### src/rtl/mem_arbiter_rr.sv
// mem_arbiter_rr
//   Round-robin arbiter that multiplexes NREQ cache request ports onto a single
//   RAM port. A grant is registered in an IDLE arbitration cycle and then held
//   (LOCK) until the owner's transaction completes or is abandoned. After each
//   completion the priority pointer moves to the port after the owner, so no
//   port can starve.
//
// Ports
//   CLK, nRST            clock, asynchronous active-low reset
//   req_ren / req_wen    per-port read / write request (NREQ bits)
//   req_addr             per-port address, port i at [i*ADDR_W +: ADDR_W]
//   req_store            per-port write data, port i at [i*WORD_W +: WORD_W]
//   req_wait             per-port wait, 0 = transaction completes this cycle
//   req_load             per-port read data (only the reading owner sees ramload)
//   ramstate             RAM status: 0 FREE, 1 BUSY, 2 ACCESS, 3 ERROR
//   ramload              RAM read data
//   ramaddr / ramstore   RAM address / write data
//   ramREN / ramWEN      RAM read / write enable
//   owner                current (or most recent) grant index, for debug
module mem_arbiter_rr #(
    parameter int NREQ   = 4,
    parameter int ADDR_W = 32,
    parameter int WORD_W = 32
) (
    input  logic                     CLK,
    input  logic                     nRST,
    input  logic [NREQ-1:0]          req_ren,
    input  logic [NREQ-1:0]          req_wen,
    input  logic [NREQ*ADDR_W-1:0]   req_addr,
    input  logic [NREQ*WORD_W-1:0]   req_store,
    output logic [NREQ-1:0]          req_wait,
    output logic [NREQ*WORD_W-1:0]   req_load,
    input  logic [1:0]               ramstate,
    input  logic [WORD_W-1:0]        ramload,
    output logic [ADDR_W-1:0]        ramaddr,
    output logic [WORD_W-1:0]        ramstore,
    output logic                     ramREN,
    output logic                     ramWEN,
    output logic [$clog2(NREQ)-1:0]  owner
);

    localparam int OW = $clog2(NREQ);

    // Encoding matches the RAM model's ramstate_t (FREE, BUSY, ACCESS, ERROR).
    localparam logic [1:0] RAM_ACCESS = 2'd2;

    typedef enum logic {
        IDLE = 1'b0,
        LOCK = 1'b1
    } state_t;

    state_t          state, state_nxt;
    logic [OW-1:0]   rr_ptr, rr_ptr_nxt;
    logic [OW-1:0]   owner_nxt;

    logic            grant_found;
    logic [OW-1:0]   grant_idx;

    logic            own_ren, own_wen;
    logic [ADDR_W-1:0] own_addr;
    logic [WORD_W-1:0] own_store;

    // Index increment that wraps at NREQ explicitly, so non-power-of-two
    // port counts never step into an unused encoding.
    function automatic logic [OW-1:0] wrap_inc(input logic [OW-1:0] v);
        if (int'(v) == NREQ - 1) begin
            return '0;
        end
        return v + 1'b1;
    endfunction

    always_ff @(posedge CLK or negedge nRST) begin
        if (!nRST) begin
            state  <= IDLE;
            owner  <= '0;
            rr_ptr <= '0;
        end else begin
            state  <= state_nxt;
            owner  <= owner_nxt;
            rr_ptr <= rr_ptr_nxt;
        end
    end

    // Select the owner's request signals.
    always_comb begin
        own_ren   = 1'b0;
        own_wen   = 1'b0;
        own_addr  = '0;
        own_store = '0;
        for (int i = 0; i < NREQ; i++) begin
            if (int'(owner) == i) begin
                own_ren   = req_ren[i];
                own_wen   = req_wen[i];
                own_addr  = req_addr[i*ADDR_W +: ADDR_W];
                own_store = req_store[i*WORD_W +: WORD_W];
            end
        end
    end

    // First pending port searching rr_ptr, rr_ptr+1, ... (mod NREQ).
    always_comb begin
        logic [OW-1:0] cand;
        grant_found = 1'b0;
        grant_idx   = rr_ptr;
        cand        = rr_ptr;
        for (int k = 0; k < NREQ; k++) begin
            if (!grant_found && (req_ren[cand] || req_wen[cand])) begin
                grant_found = 1'b1;
                grant_idx   = cand;
            end
            cand = wrap_inc(cand);
        end
    end

    always_comb begin
        state_nxt  = state;
        owner_nxt  = owner;
        rr_ptr_nxt = rr_ptr;
        req_wait   = '1;
        req_load   = '0;
        ramREN     = 1'b0;
        ramWEN     = 1'b0;
        ramaddr    = '0;
        ramstore   = '0;

        case (state)
            IDLE: begin
                // Arbitration cycle only; RAM is driven from the next cycle.
                if (grant_found) begin
                    state_nxt = LOCK;
                    owner_nxt = grant_idx;
                end
            end
            LOCK: begin
                if (!(own_ren || own_wen)) begin
                    // Owner abandoned the request: release without rotating.
                    state_nxt = IDLE;
                end else begin
                    ramaddr = own_addr;
                    if (own_ren) begin
                        ramREN = 1'b1;
                    end else begin
                        ramWEN   = 1'b1;
                        ramstore = own_store;
                    end
                    // FREE, BUSY and ERROR all hold the lock.
                    if (ramstate == RAM_ACCESS) begin
                        state_nxt  = IDLE;
                        rr_ptr_nxt = wrap_inc(owner);
                    end
                end
            end
            default: begin
                state_nxt = IDLE;
            end
        endcase

        for (int i = 0; i < NREQ; i++) begin
            if (state == LOCK && int'(owner) == i) begin
                if (req_ren[i]) begin
                    req_load[i*WORD_W +: WORD_W] = ramload;
                end
                if ((req_ren[i] || req_wen[i]) && ramstate == RAM_ACCESS) begin
                    req_wait[i] = 1'b0;
                end
            end
        end
    end

endmodule

### config.mk
export PLATFORM = sky130hd
export DESIGN_NAME = mem_arbiter_rr
export DESIGN_NICKNAME = d
export VERILOG_FILES = /design/src/rtl/mem_arbiter_rr.sv
export SDC_FILE = /design/constraint.sdc
export NUM_CORES = 1
export LEC_CHECK = 0
export ABC_AREA = 1
export BUFFER_PORTS_ARGS = -buffer_cell sky130_fd_sc_hd__buf_4
export CAP_MARGIN = 20
export CORE_AREA = 2 2 194 196
export CTS_CLUSTER_DIAMETER = 50
export CTS_CLUSTER_SIZE = 10
export DETAILED_ROUTE_END_ITERATION = 10
export DIE_AREA = 0 0 196 198
export PLACE_DENSITY_LB_ADDON = 0.2
export SLEW_MARGIN = 30
export SYNTH_ARGS = -nofsm -noshare
export SYNTH_HDL_FRONTEND = slang
export SYNTH_SLANG_ARGS = --single-unit
### constraint.sdc
create_clock -name CLK -period 1.9 [get_ports CLK]
set_input_delay 0.095 -clock CLK [delete_from_list [all_inputs] [get_ports CLK]]
set_output_delay 0.095 -clock CLK [all_outputs]
set_load 0.005 [all_outputs]
* Word level (Yosys, flattened, before mapping)
Cells that the tools add are included.
** Word-level totals
- Input port bits :: 300
- Bits in registers :: 5
- Logic and storage cells :: 130
** Cells by class
- Equal/unequal tests :: 7
- Muxes and demuxes :: 85
- Bitwise gates (word level) :: 1
- Order comparisons :: 4
- $add $sub $neg :: 4
- Reductions and logical operators :: 26
** Operators with widths (number)
- two-way mux 32 bit :: 21
- two-way mux 1 bit :: 44
- two-way mux 2 bit :: 11
- binary-select mux 1 bit (select 2 bit) :: 8
- less-than comparator 2 x 3 -> 1 bit, second input constant :: 4
- logical AND 1 bit :: 11
- logical OR 1 bit :: 9
- adder 2 x 1 -> 2 bit, second input constant :: 4
- == test 2 x 1 -> 1 bit, second input constant :: 4
- == test 2 bit, second input constant :: 3
- logical NOT 1 bit :: 3
- AND reduction 3 bit :: 1
- logical NOT 2 bit :: 1
- one-hot mux 1 bit (2 select lines) :: 1
- AND reduction 2 bit :: 1
- inverter 1 bit :: 1

* Depth between registers and ports, before layout
Gate-level depths: netlist of the first run.
- Word-level depth :: 16
- Mapped depth :: 13

* Worst setup path after synthesis of the first run
OpenSTA, ideal clock, no wires.
- Kind :: register to output
- Start point :: register owner[0]
- End point :: output ramstore[11]
- Data required time :: 1805 ps
- Cell stages (with the launch flop) :: 8
- Slack :: 133 ps
- Buffers on the path :: 2
- Arrival time :: 1672 ps
- Cells stage by stage :: dfrtp_1 inv_1 ha_1 inv_1 clkbuf_1 clkbuf_1 o211ai_1 a21oi_1
** On the way
- Longest elaborated chain between the ends :: 8
** Ends and longest elaborated chain
- from (decl) :: line 39 : output logic [$clog2(NREQ)-1:0] owner
- from (signal assigned) :: line 79 : owner <= owner_nxt;
- logical NOT 2 bit :: line 91 : if (int'(owner) == i) begin
- two-way mux 32 bit / two-way mux 1 bit (equally long branches) (4 in a row) :: line 91
- two-way mux 32 bit / logical OR 1 bit (equally long branches) :: line 140, 135
- two-way mux 32 bit (*) :: line 135 : if (!(own_ren || own_wen)) begin
- two-way mux 32 bit (*) :: line 126 : case (state)
- to (decl) :: line 36 : output logic [WORD_W-1:0] ramstore,
Mark *: on every way between the ends. The rest lies on a longest branch, timed or not.

* Worst setup path in the final report of the first run
- Start point :: register owner[1]
- End point :: output ramstore[4]
Same word-level chain as after synthesis.

==> results of run 1 <==
routing by layer:
metal / share of wire, % / GRT usage [%] / wire length (µm)
met5: 0.041 / 0 / 13
met4: 3.6 / 4.52 / 1140
met3: 6.5 / 2.30 / 2040
met2: 53 / 29.2 / 16600
met1: 37 / 16.0 / 11500
what timing repair did:
item / CTS / global route
setup endpoints to repair: 96 / 92
setup buffers: 5 / 1
gates cloned: 4 / 1
resized for setup: 64 / 38
endpoints found under the hold margin: 5 / 0
pin swaps: 9 / 1
hold buffers: 1 / 0
flip-flops by register name (all words and copies together), names as in the netlist:
register,flops
rr_ptr,2
state,1
owner,2
worst paths after layout:
path | start | to | slack [ns] | cells after the start
setup / recovery | owner[1]$_DFFE_PN0P_ | ramstore[4] | -0.29 | 13
hold / removal | nRST | rr_ptr[0]$_DFFE_PN0P_ | 0.22 | 2
setup reg to reg | owner[0]$_DFFE_PN0P_ | rr_ptr[1]$_DFFE_PN0P_ | 0.14 | 11
hold reg to reg | rr_ptr[1]$_DFFE_PN0P_ | rr_ptr[1]$_DFFE_PN0P_ | 0.65 | 3
max in group asynchronous | nRST | owner[0]$_DFFE_PN0P_ | 1.55 | 2
min in group CLK | ramstate[0] | state$_DFF_PN0_ | 0.32 | 3
cell families (layout without fill, tap and decap cells):
kind of cell | after synthesis | after routing | synth area share [%]
AND/OR/NAND/NOR | 371 | 371 | 42.6
AO/OA/AOI/OAI | 206 | 206 | 41.4
buffers and inverters | 90 | 591 | 10.7
adder cells (fa/ha/maj) | 5 | 5 | 1.75
flip-flops | 5 | 5 | 3.50
power breakdown:
group | total [W] | switching, W | leakage (nW) | internal (W)
Sequential | 0.000223 | 0.0000578 | 0.0593 | 0.000165
Clock | 0.000342 | 0.0000640 | 0.0382 | 0.000278
Combinational | 0.0121 | 0.00677 | 4.19 | 0.00537
area by class of cell:
cell class	count	area, µm²	area share (%)
tap	474	593	6.64
multi-input combinational	582	3420	38.3
timing repair buffer	564	4610	51.6
sequential	5	126	1.41
inverter	23	106	1.19
clock buffer	4	78.8	0.883
cell usage in the layout, fill, tap and decap left out, types with 5 or more instances in the layout:
cell type / n
a21oi_2: 54
nor3_1: 32
nor2_1: 105
inv_2: 8
inv_1: 11
a22oi_2: 11
nand3_1: 15
nand2_2: 5
o211ai_1: 64
buf_12: 14
nand4_1: 5
buf_6: 16
buf_4: 525
nand2_1: 200
a21oi_4: 10
a22oi_1: 53
stage by stage:
stage                     hold slack (ns)  power, W  instances  utilization, %
after floorplan                    -0.201   0.00573        677               -
final                               0.220    0.0127       1652            24.2
after detailed placement          -0.0908    0.0109       1637            22.2
after global routing                0.236    0.0138       1652            24.2
after global placement            -0.0902    0.0110       1637            22.2
after CTS                           0.227    0.0124       1650            23.5
==> flow_summary.json, run 1 <==
{
  "grt_usage_pct": 14.8,
  "worst-path-buf-inv": 7,
  "worstMarginPinSlew_ns": 0.655,
  "leakage_nw": 4.29,
  "setup.worst_path.class": "reg -> out",
  "syn_inst": 677,
  "overflow": 0,
  "critPathMaxFanout": 9,
  "grt_start_max_net_pins": 44,
  "yosysSeqAreaShare_pct": 3.50,
  "yosys.area.top_type": "nand2_1",
  "design.die.area_mm2": 0.0388,
  "max-clock-path-buffers": 2,
  "ys_seq_elements": 5,
  "routed_wl_um": 31400,
  "ys_warn_count": 0,
  "skew_ns": 0.000389,
  "outcome": "finished, violations left",
  "fmax_mhz": 457,
  "hold_class": "in -> async",
  "antenna_found_initial": 1,
  "avgSynthCellArea_um2": 5.29,
  "synthFlopType": "dfrtp_1",
  "die_h_um": 198,
  "path_cells": "inv_2 > ha_4 > inv_4 > nand2_4 > buf_6 > clkinv_8 > buf_12 > buf_12 > a22oi_1 > nand2_1 > o211ai_1 > a21oi_2 > buf_4",
  "cp-end-kind": "output pin",
  "synth_common_cells": "nand2_1, nor2_1, a22oi_1, o211ai_1, clkbuf_1",
  "drtIter0Drc": 193,
  "slew_headroom_pct": 56.1,
  "nFillCells": 4184,
  "ys_types": 27,
  "port_buffers": 499,
  "crit_path_start_kind": "flip-flop",
  "fp.coreArea_mm2": 0.0370,
  "cpPeakStageDelay_ns": 0.37,
  "placed_cell_area_mm2": 0.00822,
  "place.gp.congestion": 0.791,
  "ant_nets": 0,
  "antenna_cells": 0,
  "drcViolationCount": 0,
  "drive_gt1_share_pct": 57.5,
  "insertion_delay_ns": 0.22,
  "post-place-ws_ns": -0.101,
  "cts_buffers": 3,
  "syn_area_mm2": 0.00358,
  "layout_setup_ws_ns": -0.288,
  "period_minus_slack_ns": 2.19,
  "cts-htree-levels": 1,
  "setup_viol": 66,
  "critPathSlowestCell": "dfrtp_1",
  "grt_pass1_wl_um": 43200,
  "rows": 71,
  "crit_top_cell": "buf_12",
  "setup_tns_ns": -15.56,
  "path_clk_slew_ns": 0.03,
  "vias": 6984,
  "yosys-top-cells-area": "nand2_1, a22oi_1, o211ai_1",
  "crit_family": "buffers and inverters",
  "violations": "setup timing",
  "post-synth-top-count-cell": "nand2_1",
  "synth_top_area_share_pct": 21.1,
  "finalHoldViolCount": 0,
  "arrival_ns": 2.09,
  "grt_pass1_vias": 6811,
  "root_buffer": "clkbuf_16",
  "period_share_pct": 115,
  "power_density_mw_per_mm2": 1420,
  "nets": 1484,
  "syn_to_final_growth_pct": 150,
  "rsz0062_at_grt": "true",
  "io_pins": 500,
  "avgViaCountPerCell": 4.23,
  "start_util_pct": 9.68,
  "cap_violations": 0,
  "design_area_mm2": 0.00893,
  "syn_nets": 982,
  "cp_data_required_time_ns": 1.80,
  "cts_tree": "yes",
  "clock_sink_count": 5,
  "firstDrtPassIters": 4,
  "synth-edff-count": 0,
  "wl_per_cell_um": 19.0,
  "die_width_um": 196,
  "slew_viol_final": 0,
  "synthArstFlopShare_pct": 100,
  "peakVddDrop_uv": 720,
  "hpwl_um": 25200
}
(Power assumes the default switching activity.)
==> run 2, diff against run 1 <==
==> constraint.sdc (replaced) <==
create_clock -name CLK -period 2.2 [get_ports CLK]
set_input_delay 0.11 -clock CLK [delete_from_list [all_inputs] [get_ports CLK]]
set_output_delay 0.11 -clock CLK [all_outputs]
set_load 0.005 [all_outputs]
==> flow_summary.json, run 2 (synthesis results as in run 1) <==
{
  "rsz0062_at_grt": "true",
  "routed_wl_um": 30400,
  "drtIter0Drc": 215,
  "grt_pass1_wl_um": 41000,
  "drive_gt1_share_pct": 55.2,
  "insertion_delay_ns": 0.23,
  "design.die.area_mm2": 0.0388,
  "violations": "setup timing",
  "cp-end-kind": "output pin",
  "r2r_slack_ns": 0.36,
  "r2r_start": "rr_ptr[1]$_DFFE_PN0P_",
  "setup.worst_path.class": "reg -> out",
  "die_width_um": 196,
  "largestRegisters": "owner x2, rr_ptr x2, state x1",
  "overflow": 0,
  "r2r-end": "owner[1]$_DFFE_PN0P_",
  "grt_pass1_vias": 6554,
  "crit_path_start_kind": "flip-flop",
  "layout_commonest_cell": "buf_4",
  "start_util_pct": 9.68,
  "slew_headroom_pct": 56.2,
  "io_pins": 500,
  "grt_usage_pct": 14.0,
  "layout_setup_ws_ns": -0.000728,
  "max-clock-path-buffers": 2,
  "worst_r2r_path_depth": 11,
  "fmax_mhz": 454,
  "avgViaCountPerCell": 4.14,
  "setup_viol": 1,
  "grt_start_max_net_pins": 67,
  "cts_buffers": 3,
  "period_minus_slack_ns": 2.20,
  "cts_tree": "yes",
  "drcViolationCount": 0,
  "nets": 1468,
  "hold_class": "in -> async",
  "die_h_um": 198,
  "fp.coreArea_mm2": 0.0370,
  "clock_sink_count": 5,
  "worstMarginPinSlew_ns": 0.654,
  "port_buffers": 499,
  "rows": 71,
  "ant_nets": 0,
  "root_buffer": "clkbuf_16",
  "skew_ns": 0.00306,
  "finalHoldViolCount": 0,
  "power_density_mw_per_mm2": 1220,
  "period_share_pct": 100,
  "final_cells": 1638,
  "firstDrtPassIters": 5,
  "antenna_found_initial": 2,
  "slew_viol_final": 0,
  "nFillCells": 4177,
  "dp.cells": 1622,
  "cts-htree-levels": 1,
  "vias": 6775,
  "cap_violations": 0,
  "arrival_ns": 2.09,
  "syn_to_final_growth_pct": 141,
  "hpwl_um": 24000,
  "place.gp.congestion": 0.811,
  "cp_data_required_time_ns": 2.09,
  "outcome": "finished, violations left",
  "wl_per_cell_um": 18.6,
  "leakage_nw": 4.18,
  "path_clk_slew_ns": 0.04,
  "peakVddDrop_uv": 635,
  "final_cell_mix": "buf_4, nand2_1, nor2_1",
  "final_util_pct": 23.3,
  "critPathMaxFanout": 8
}
==> run 2: cell count changes in the layout (fill, tap and decap cells not counted), sizes merged <==
cell and delta:
diode +2, buf -17, clkinv -1, clkbuf +1
inv +1
==> run 2: final cells by class <==
cell class / instances / area [µm²] / share of cell area (%)
multi-input cells: 582 / 3290 / 38.2
clock buffers: 4 / 78.8 / 0.915
flip-flops and latches: 5 / 126 / 1.47
well taps: 474 / 593 / 6.88
repair buffers: 548 / 4420 / 51.3
inverters: 23 / 98.8 / 1.15
diodes: 2 / 5.00 / 0.0581
==> run 2: worst max-delay path, stage by stage (launching register included) <==
cell and delay (ns):
dfrtp_1 0.37, buf_4 0.16, ha_2 0.21, inv_4 0.09, nand2_1 0.06, nand2_1 0.05
o21ai_1 0.09, buf_4 0.16, nor2_4 0.09, nand2_4 0.12, clkbuf_16 0.21, a21oi_1 0.13
buf_4 0.13
==> run 2: timing repair <==
action                     in CTS  in global routing
cloned                          3                  3
setup endpoints to repair      64                 65
resized for setup              17                 42
hold endpoints to repair        5                  0
pin swaps                       5                  5
hold buffers                    1                  0
setup buffers                   4                  0
==> run 2: worst max path at each step <==
stage                    startpoint            to
3_5_place_dp   owner[0]$_DFFE_PN0P_    ramaddr[4]
4_1_cts        owner[1]$_DFFE_PN0P_  ramstore[26]
2_1_floorplan  owner[0]$_DFFE_PN0P_  ramstore[11]
6_report       owner[1]$_DFFE_PN0P_  ramstore[21]
3_3_place_gp   owner[1]$_DFFE_PN0P_  ramstore[18]
5_1_grt        owner[1]$_DFFE_PN0P_  ramstore[21]
==> run 2: per-layer routing <==
| layer | part of all wire, % | GRT usage, % |
|---|---|---|
| met1 | 38 | 15.3 |
| met2 | 54 | 27.7 |
| met3 | 5.6 | 1.86 |
| met4 | 2.8 | 4.41 |
| met5 | 0 | 0 |
==> run 2: where the power goes <==
group          leakage [nW]  internal [W]  switching (W)
clock                0.0382      0.000241      0.0000623
combinational          4.09       0.00436        0.00565
sequential           0.0593      0.000142      0.0000524
total                  4.18       0.00475        0.00576
==> run 2: metrics by stage <==
stage | worst slack, ns | hold slack (ns) | instance area, µm² | TNS (ns) | total power, W
2_1_floorplan | 0.418 | -0.186 | 3580 | 0 | 0.00495
3_3_place_gp | 0.125 | -0.0783 | 8080 | 0 | 0.00923
3_5_place_dp | 0.149 | -0.0799 | 8080 | 0 | 0.00915
4_1_cts | -0.0105 | 0.230 | 8370 | -0.0379 | 0.0101
5_1_grt | -0.100 | 0.256 | 8610 | -4.59 | 0.0114
6_report | -0.000728 | 0.226 | 8610 | -0.000728 | 0.0105
==> run 3, diff against run 2 <==
--- a/config.mk
+++ b/config.mk
@@ -14,6 +14,7 @@
 export DETAILED_ROUTE_END_ITERATION = 10
 export DIE_AREA = 0 0 196 198
 export PLACE_DENSITY_LB_ADDON = 0.2
+export RECOVER_POWER = 25
 export SLEW_MARGIN = 30
 export SYNTH_ARGS = -nofsm -noshare
 export SYNTH_HDL_FRONTEND = slang
==> flow_summary.json, run 3 (synthesis results as in run 1) <==
{
  "hpwl_um": 24000,
  "crit_top_cell": "buf_4",
  "power_density_mw_per_mm2": 1220,
  "placed_cell_area_mm2": 0.00808,
  "peakVddDrop_uv": 634,
  "rsz0062_at_grt": "true",
  "start_util_pct": 9.68,
  "fp.coreArea_mm2": 0.0370,
  "violations": "setup timing",
  "io_pins": 500,
  "layout_commonest_cell": "buf_4",
  "arrival_ns": 2.09,
  "firstDrtPassIters": 5,
  "rows": 71,
  "slew_viol_final": 0,
  "fmax_mhz": 454,
  "cpPeakStageDelay_ns": 0.37,
  "met2_usage_pct": 27.7,
  "multi_input_area_mm2": 0.00329,
  "leakage_nw": 4.18,
  "period_share_pct": 100,
  "insertion_delay_ns": 0.23,
  "grt_usage_pct": 14.0,
  "final_cell_mix": "buf_4, nand2_1, nor2_1",
  "critPathMaxFanout": 8,
  "drive_gt1_share_pct": 55.1,
  "register_area_um2": 126,
  "avgViaCountPerCell": 4.14,
  "overflow": 0,
  "worst-path-buf-inv": 5,
  "die_h_um": 198,
  "cts-htree-levels": 1,
  "drtIter0Drc": 209,
  "cts_buffers": 3,
  "worstMarginPinSlew_ns": 0.744,
  "grt_start_max_net_pins": 67,
  "routed_wl_um": 30500,
  "largestRegisters": "owner x2, rr_ptr x2, state x1",
  "vias": 6778,
  "outcome": "finished, violations left",
  "clock_sink_count": 5,
  "design.die.area_mm2": 0.0388,
  "antenna_found_initial": 2,
  "cp_data_required_time_ns": 2.09,
  "syn_to_final_growth_pct": 141,
  "period_minus_slack_ns": 2.20,
  "drcViolationCount": 0,
  "cp-end-kind": "output pin",
  "port_buffers": 499,
  "critPathSlowestCell": "dfrtp_1",
  "grt_use_met3_pct": 1.86,
  "setup_viol": 1,
  "setup.worst_path.class": "reg -> out",
  "grt_pass1_wl_um": 41000,
  "crit_path_start_kind": "flip-flop",
  "layout_setup_ws_ns": -0.000532,
  "final_util_pct": 23.3,
  "nFillCells": 4180,
  "hold_class": "in -> async",
  "finalHoldViolCount": 0,
  "gr-max-usage-layer": "met2",
  "grt_pass1_vias": 6554,
  "ant_nets": 0,
  "nets": 1468,
  "root_buffer": "clkbuf_16",
  "place.gp.congestion": 0.811,
  "design_area_mm2": 0.00861,
  "skew_ns": 0.00308,
  "wl_per_cell_um": 18.6,
  "max-clock-path-buffers": 2,
  "cap_violations": 0,
  "path_clk_slew_ns": 0.04,
  "crit_family": "buffers and inverters",
  "met1_usage_pct": 15.3,
  "path_cells": "buf_4 > ha_2 > inv_4 > nand2_1 > nand2_1 > o21ai_1 > buf_4 > nor2_4 > nand2_4 > clkbuf_16 > a21oi_1 > buf_4",
  "cts_tree": "yes",
  "slew_headroom_pct": 50.4,
  "die_width_um": 196
}
[run 3: cell count changes in the layout (fill, tap and decap cells not counted)]
cell      before  now
clkbuf_1       1    2
clkbuf_4       0    5
buf_4        524  517
clkbuf_2       0    1
[run 3: worst reg2reg max path, cell delays in order (launching register included)]
cell	delay (ns)
dfrtp_1	0.44
ha_1	0.39
inv_2	0.14
nand2_1	0.07
nand2_1	0.07
nand2_1	0.05
nand2_1	0.13
inv_2	0.07
nand3_2	0.09
nand2_2	0.07
nor2_1	0.12
a21oi_2	0.07
[run 3: worst paths after layout]
| path | start | end | slack, ns | cells after the start |
|---|---|---|---|---|
| max | owner[1]$_DFFE_PN0P_ | ramstore[21] | -0.0005 | 12 |
| min | nRST | rr_ptr[0]$_DFFE_PN0P_ | 0.29 | 2 |
| max reg2reg | rr_ptr[1]$_DFFE_PN0P_ | owner[1]$_DFFE_PN0P_ | 0.36 | 11 |
| min reg2reg | rr_ptr[1]$_DFFE_PN0P_ | rr_ptr[1]$_DFFE_PN0P_ | 0.60 | 2 |
| max in group asynchronous | nRST | owner[0]$_DFFE_PN0P_ | 1.65 | 2 |
| min in group CLK | ramstate[0] | state$_DFF_PN0_ | 0.32 | 3 |
[run 3: report_power, final]
part / internal (W) / switching [W]
Combinational: 0.00436 / 0.00566
Clock: 0.000241 / 0.0000623
Sequential: 0.000142 / 0.0000523
Total: 0.00474 / 0.00577
[run 3: final cells by class]
| cell class | instances | share of cell area (%) |
|---|---|---|
| Antenna cell | 2 | 0.0581 |
| Tap cell | 474 | 6.89 |
| Inverter | 23 | 1.15 |
| Multi-Input combinational cell | 582 | 38.3 |
| Sequential cell | 5 | 1.47 |
| Timing Repair Buffer | 548 | 51.3 |
| Clock buffer | 4 | 0.916 |
[run 3: what timing repair did]
action | CTS | global route
gates cloned | 3 | 3
setup buffers | 4 | 0
hold buffers | 1 | 0
hold endpoints to repair | 5 | 0
resized for setup | 17 | 42
pin swaps | 5 | 5
endpoints found under the setup margin | 64 | 65
[run 3: per-layer routing]
metal,share of wire (%),vias to the layer above
li1,-,3327
met1,37,3077
met2,54,348
met3,5.8,26
met4,2.8,0
met5,0,-
[run 3: per-stage QoR]
stage / cells / power [W] / setup TNS, ns / setup WS, ns / hold slack, ns
global route: 1638 / 0.0114 / -4.59 / -0.100 / 0.335
global placement: 1622 / 0.00923 / 0 / 0.125 / -0.0783
floorplan: 677 / 0.00495 / 0 / 0.418 / -0.186
finish: 1638 / 0.0105 / -0.000532 / -0.000532 / 0.286
detailed placement: 1622 / 0.00915 / 0 / 0.149 / -0.0799
CTS: 1634 / 0.0101 / -0.0379 / -0.0105 / 0.230
